===== config.mk =====
export PLATFORM = sky130hd
export DESIGN_NAME = gray_updown_counter
export DESIGN_NICKNAME = d
export VERILOG_FILES = /design/src/rtl/gray_updown_counter.sv
export SDC_FILE = /design/constraint.sdc
export NUM_CORES = 1
export LEC_CHECK = 0
export CORE_UTILIZATION = 42
export CTS_CLUSTER_DIAMETER = 200
export DETAILED_ROUTE_END_ITERATION = 12
export DONT_BUFFER_PORTS = 1
export SLEW_MARGIN = 40
export SYNTH_ARGS = -nofsm -noshare
export SYNTH_HDL_FRONTEND = slang
export SYNTH_SLANG_ARGS = --single-unit

===== constraint.sdc =====
create_clock -name clk -period 4.4 [get_ports clk]
set_input_delay 0.44 -clock clk [delete_from_list [all_inputs] [get_ports clk]]
set_output_delay 0.44 -clock clk [all_outputs]
set_load 0.02 [all_outputs]

===== src/rtl/gray_updown_counter.sv =====
// rtl/gray_updown_counter.sv - parametrised up/down Gray counter with load and wrap/saturate modes
module gray_updown_counter #(
    parameter int unsigned WIDTH    = 5,
    parameter bit          SATURATE = 1'b0,
    parameter int unsigned RST_VAL  = 0
) (
    input  logic             clk,
    input  logic             srst,
    input  logic             en,
    input  logic             up,
    input  logic             load,
    input  logic [WIDTH-1:0] load_val,
    output logic [WIDTH-1:0] bin_out,
    output logic [WIDTH-1:0] gray_out,
    output logic             evt,
    output logic             at_max,
    output logic             at_min
);

    localparam logic [WIDTH-1:0] MAX_VAL  = '1;
    localparam logic [WIDTH-1:0] ZERO     = '0;
    localparam logic [WIDTH-1:0] ONE      = {{(WIDTH-1){1'b0}}, 1'b1};
    localparam logic [WIDTH-1:0] RST_BIN  = RST_VAL[WIDTH-1:0];
    localparam logic [WIDTH-1:0] RST_GRAY = RST_BIN ^ (RST_BIN >> 1);

    logic [WIDTH-1:0] bin_q;
    logic [WIDTH-1:0] gray_q;
    logic             evt_q;
    logic [WIDTH-1:0] bin_d;
    logic             evt_d;

    function automatic logic [WIDTH-1:0] to_gray(input logic [WIDTH-1:0] b);
        return b ^ (b >> 1);
    endfunction

    always_comb begin
        bin_d = bin_q;
        evt_d = 1'b0;
        if (load) begin
            bin_d = load_val;
        end else if (en) begin
            if (up) begin
                if (bin_q == MAX_VAL) begin
                    bin_d = SATURATE ? bin_q : ZERO;
                    evt_d = 1'b1;
                end else begin
                    bin_d = bin_q + ONE;
                end
            end else begin
                if (bin_q == ZERO) begin
                    bin_d = SATURATE ? bin_q : MAX_VAL;
                    evt_d = 1'b1;
                end else begin
                    bin_d = bin_q - ONE;
                end
            end
        end
    end

    // Gray register is fed from the next binary value so both outputs stay glitch-free registers.
    always_ff @(posedge clk) begin
        if (srst) begin
            bin_q  <= RST_BIN;
            gray_q <= RST_GRAY;
            evt_q  <= 1'b0;
        end else begin
            bin_q  <= bin_d;
            gray_q <= to_gray(bin_d);
            evt_q  <= evt_d;
        end
    end

    assign bin_out  = bin_q;
    assign gray_out = gray_q;
    assign evt      = evt_q;
    assign at_max   = (bin_q == MAX_VAL);
    assign at_min   = (bin_q == ZERO);

endmodule


# [Yosys cells after proc, flatten, opt, wreduce, memory -nomap -nowiden]
# Index checks and enable logic that the tools add are counted.
[totals] in_bits=10 output_inout_bits=13 elab_cells=18 regBits=11
[classes] bitwise=2 add_sub_neg=2 n_reduce_logical=2 mux=8 n_eq_ne=1
[op_table] cell="$mux 5" n=5
[op_table] cell="$add 5x1->5 const B" n=1
[op_table] cell="$eq 5x5->1 const B" n=1
[op_table] cell="$logic_not 5->1" n=1
[op_table] cell="$sub 5x1->5 const B" n=1
[op_table] cell="$xor 5x4->5" n=1
[op_table] cell="$mux 1" n=3
[op_table] cell="$reduce_or 3->1" n=1
[op_table] cell="$not 1->1" n=1

# [Depth between registers and ports, before layout]
[depth] depth_word=6 ltp_mapped=8 ltp_nobuf=8

# [Worst setup path after synthesis]
# No wires, ideal clock.
[synth_timing] kind="reg-to-reg" from="register bin_q[1] (netlist: bin_out[1])" to="register gray_q[1] (netlist: gray_out[1])" path_buffers=0 setup_slack_ns=2.261 path_stages_with_launch=9 arrival_ns=2.012 t_required_ns=4.272 setup_time_ns=0.128 cell_sequence="dfxtp_1 -> ha_1 -> and3_1 -> ha_1 -> and3b_1 -> o32ai_1 -> o21ai_0 -> xor2_1 -> nor2_1"
[synth_between] elab_chain_len=6 word_cells_on_any_way=10
[synth_rtl] item="start, declared" line_no="26" source="logic [WIDTH-1:0] bin_q;"
[synth_rtl] item="start signal, assigned" line_no="67" source="bin_q <= bin_d;"
[synth_rtl] item="$eq 5x5->1"
[synth_rtl] item="named net at_max" line_no="16" source="output logic at_max,"
[synth_rtl] item="$mux 5" line_no="43" source="if (bin_q == MAX_VAL) begin"
[synth_rtl] item="$mux 5" line_no="42" source="if (up) begin"
[synth_rtl] item="$mux 5" line_no="41" source="end else if (en) begin"
[synth_rtl] item="$mux 5" line_no="39" source="if (load) begin"
[synth_rtl] item="$xor 5x4->5" line_no="33" source="return b ^ (b >> 1);"
[synth_rtl] item="end signal, assigned" line_no="68" source="gray_q <= to_gray(bin_d);"
[synth_rtl] item="end, declared" line_no="27" source="logic [WIDTH-1:0] gray_q;"
# The timed path passes the listed nets, and every way through them passes these cells.
# A chain may end at the register's enable or synchronous reset.

# [Worst setup path after layout]
# Same ends and word-level chain as after synthesis.

==> out/results.tsv <==
metric	value	unit
outcome	finished, final reports clean	
Synth warnings	0	
number of global-route vias before repair	474	
Hold Crit Endpoint	bin_out[4]	
Worst-Margin Slew	0.506	ns
share of layout cells above drive strength 1	0.0946	
Tmin final	2.39	ns
die area	1670	sq um
crit-path max cell delay	0.60	ns
CP max FO	8	
CTS Buf Count	3	
Total Power	247	uW
Syn Inst Count	76	
Final Cycle Share	0.543	
Floorplan Core Area	1350	sq um
Antenna Violating Nets Remaining	0	
TritonCTS clock tree	done	
GRT overflow	0	
die width	40.9	microns
reg2reg end	gray_out[1]	
hold buffers post-CTS	0	
flop2flop setup slack	2.01	ns
Post CTS Setup Buffer Count	0	
CP max stage cell	dfxtp_1	
Worst-path clk slew	0.07	ns
via/cell ratio	5.85	
most frequent cell after synthesis	dfxtp_1	
r2r startpoint	bin_out[1]	
async set-reset flop share out of synthesis	0	
Main synth FF type	dfxtp_1	
clk buf depth	2	
drt first pass iters	4	
final wirelength	1.37	mm
Worst Hold Depth	1	
H-tree levels	1	
number of synthesized flops with an enable pin	0	
largest cells by area after synthesis	dfxtp_1 (32%), ha_1 (5.9%), nor3b_1 (5.9%)	
Top cell by count, worst path	ha_1	
# rows	13	
CP endpoint kind	flop	
Final GP Congestion	0.780	
syn nets	89	
RSZ-0062 raised after global routing	false	
Worst Reg-to-Reg Cells	8	
final core utilization	0.485	
static leakage	0.267	nW
Fin Hold WS	0.231	ns
Max IR drop VDD	0.000225	V
cell chain of the critical path	ha_1, and3_1, ha_1, and3b_1, o32ai_1, o21ai_0, xor2_1, nor2_1	
Vias	521	
later-pin clock latency in the skew report	0.27	ns
Final Hold Viols	0	
Critical Path AT	2.59	ns
post_cts resized	0	
routed metal-1 wirelength	667	microns
critical path startpoint category	flop	
WP data required	4.60	ns
Netlist cell types	33	
final setup violating endpoints	0	
clock tree sinks	10	
HPWL Detailed	983	microns
DIE HEIGHT	40.9	microns
top cells by count, synth	dfxtp_1 (10), nor2_1 (8), nor3b_1 (5)	
Synth top area share	0.316	
Max-slew headroom	0.662	
mean post-synth cell area	8.35	sq um
fmax	419	MHz
min-delay src	srst	
Max Cap Viol	0	
Synth area leader	dfxtp_1	
Hold Crit Class	input pin to flop	
pwr/cell area	377	nW/um^2
WL met2	592	microns
critical path class	flop to flop	
Starting Density	0.470	
diodes inserted	0	
io pins	23	
setup tns final	0	ns
DRT iter0 DRCs	10	
IO Port Bufs	0	
clock skew	0.00686	ns
share of the yosys chip area belonging to registers	0.316	
Buf/Inv on CP	0	
Total GRT Usage	0.197	
Layout area overhead	3.16	%
clock root buffer	clkbuf_4	
largest net degree at the start of global routing	15	
first-pass GRT wire length	2.08	mm
Mapped Area	634	sq um
Largest delay share family, worst path	adder cells	
DR WL met3	103	microns
Seq cells post-synth	10	
top sig layer	met4	
Residual DRC	0	
layout net count	88	
final slew viol count	0	
routed len/inst	15.4	microns
initial antenna violation count	0	
-- per-stage QoR --
step                      worst slack (ns)  instances  area [sq um]
after floorplan                       2.26         76           634
after global placement                2.04         85           618
after detailed placement              2.03         85           618
after CTS                             2.01         89           654
after global routing                  1.83         89           654
final                                 2.01         89           654
-- cell type report --
| class | instances | area, sq um |
|---|---|---|
| multi-input cells | 56 | 384 |
| inverters | 4 | 15.0 |
| clock buffers | 4 | 36.3 |
| fillers | 137 | 696 |
| well taps | 15 | 18.8 |
| flip-flops and latches | 10 | 200 |
-- how the worst max path moves through the flow --
stage	from	slack (ns)	endpoint	depth (start not counted)
3_3_place_gp	bin_out[1]	2.04	gray_out[1]	8
4_1_cts	bin_out[1]	2.01	gray_out[1]	8
3_5_place_dp	bin_out[1]	2.03	gray_out[1]	8
6_report	bin_out[1]	2.01	gray_out[1]	8
2_1_floorplan	bin_out[1]	2.26	gray_out[1]	8
5_1_grt	bin_out[1]	1.83	gray_out[2]	8
-- routing by layer --
| layer | up-vias | global-route usage |
|---|---|---|
| li1 | 267 | - |
| met5 | - | 0 |
| met1 | 237 | 0.255 |
| met3 | 2 | 0.109 |
| met2 | 15 | 0.270 |
| met4 | 0 | 0.0667 |
-- registers in the layout, summed over array words and instances (netlist names) --
register and flops:
bin_out 5, gray_out 4, evt 1
-- report_power, final --
group          switching [mW]  leakage [nW]  internal [mW]
registers              0.0216        0.0829         0.0994
clock network          0.0319        0.0210         0.0503
logic                  0.0214         0.163         0.0222
-- cells by family (layout without fill, tap and decap cells) --
family	after synthesis	in the layout	synth area share
xor+xnor	4	4	0.0552
compound gates	20	20	0.215
simple gates	29	29	0.276
buf+inv	10	8	0.0789
fa+ha+maj	3	3	0.0592
flops	10	10	0.316
-- cell usage in the layout, fill, tap and decap left out --
cell	instances
dfxtp_1	10
nor2_1	8
nor3b_1	5
nand2_1	4
a21oi_1	4
o21ai_0	4
inv_1	3
xor2_1	3
nor2b_1	3
ha_1	3
clkbuf_4	3
o211ai_1	2
nor4_1	2
o31a_1	2
a2bb2oi_1	2
and3b_1	2
or4b_4	1
inv_2	1
and3_1	1
nand4_1	1
a31o_2	1
a21boi_0	1
nand2b_1	1
or4bb_1	1
a31oi_1	1
o32ai_1	1
o31ai_1	1
o21a_1	1
xnor2_1	1
clkbuf_8	1
(Power assumes the default switching activity.)
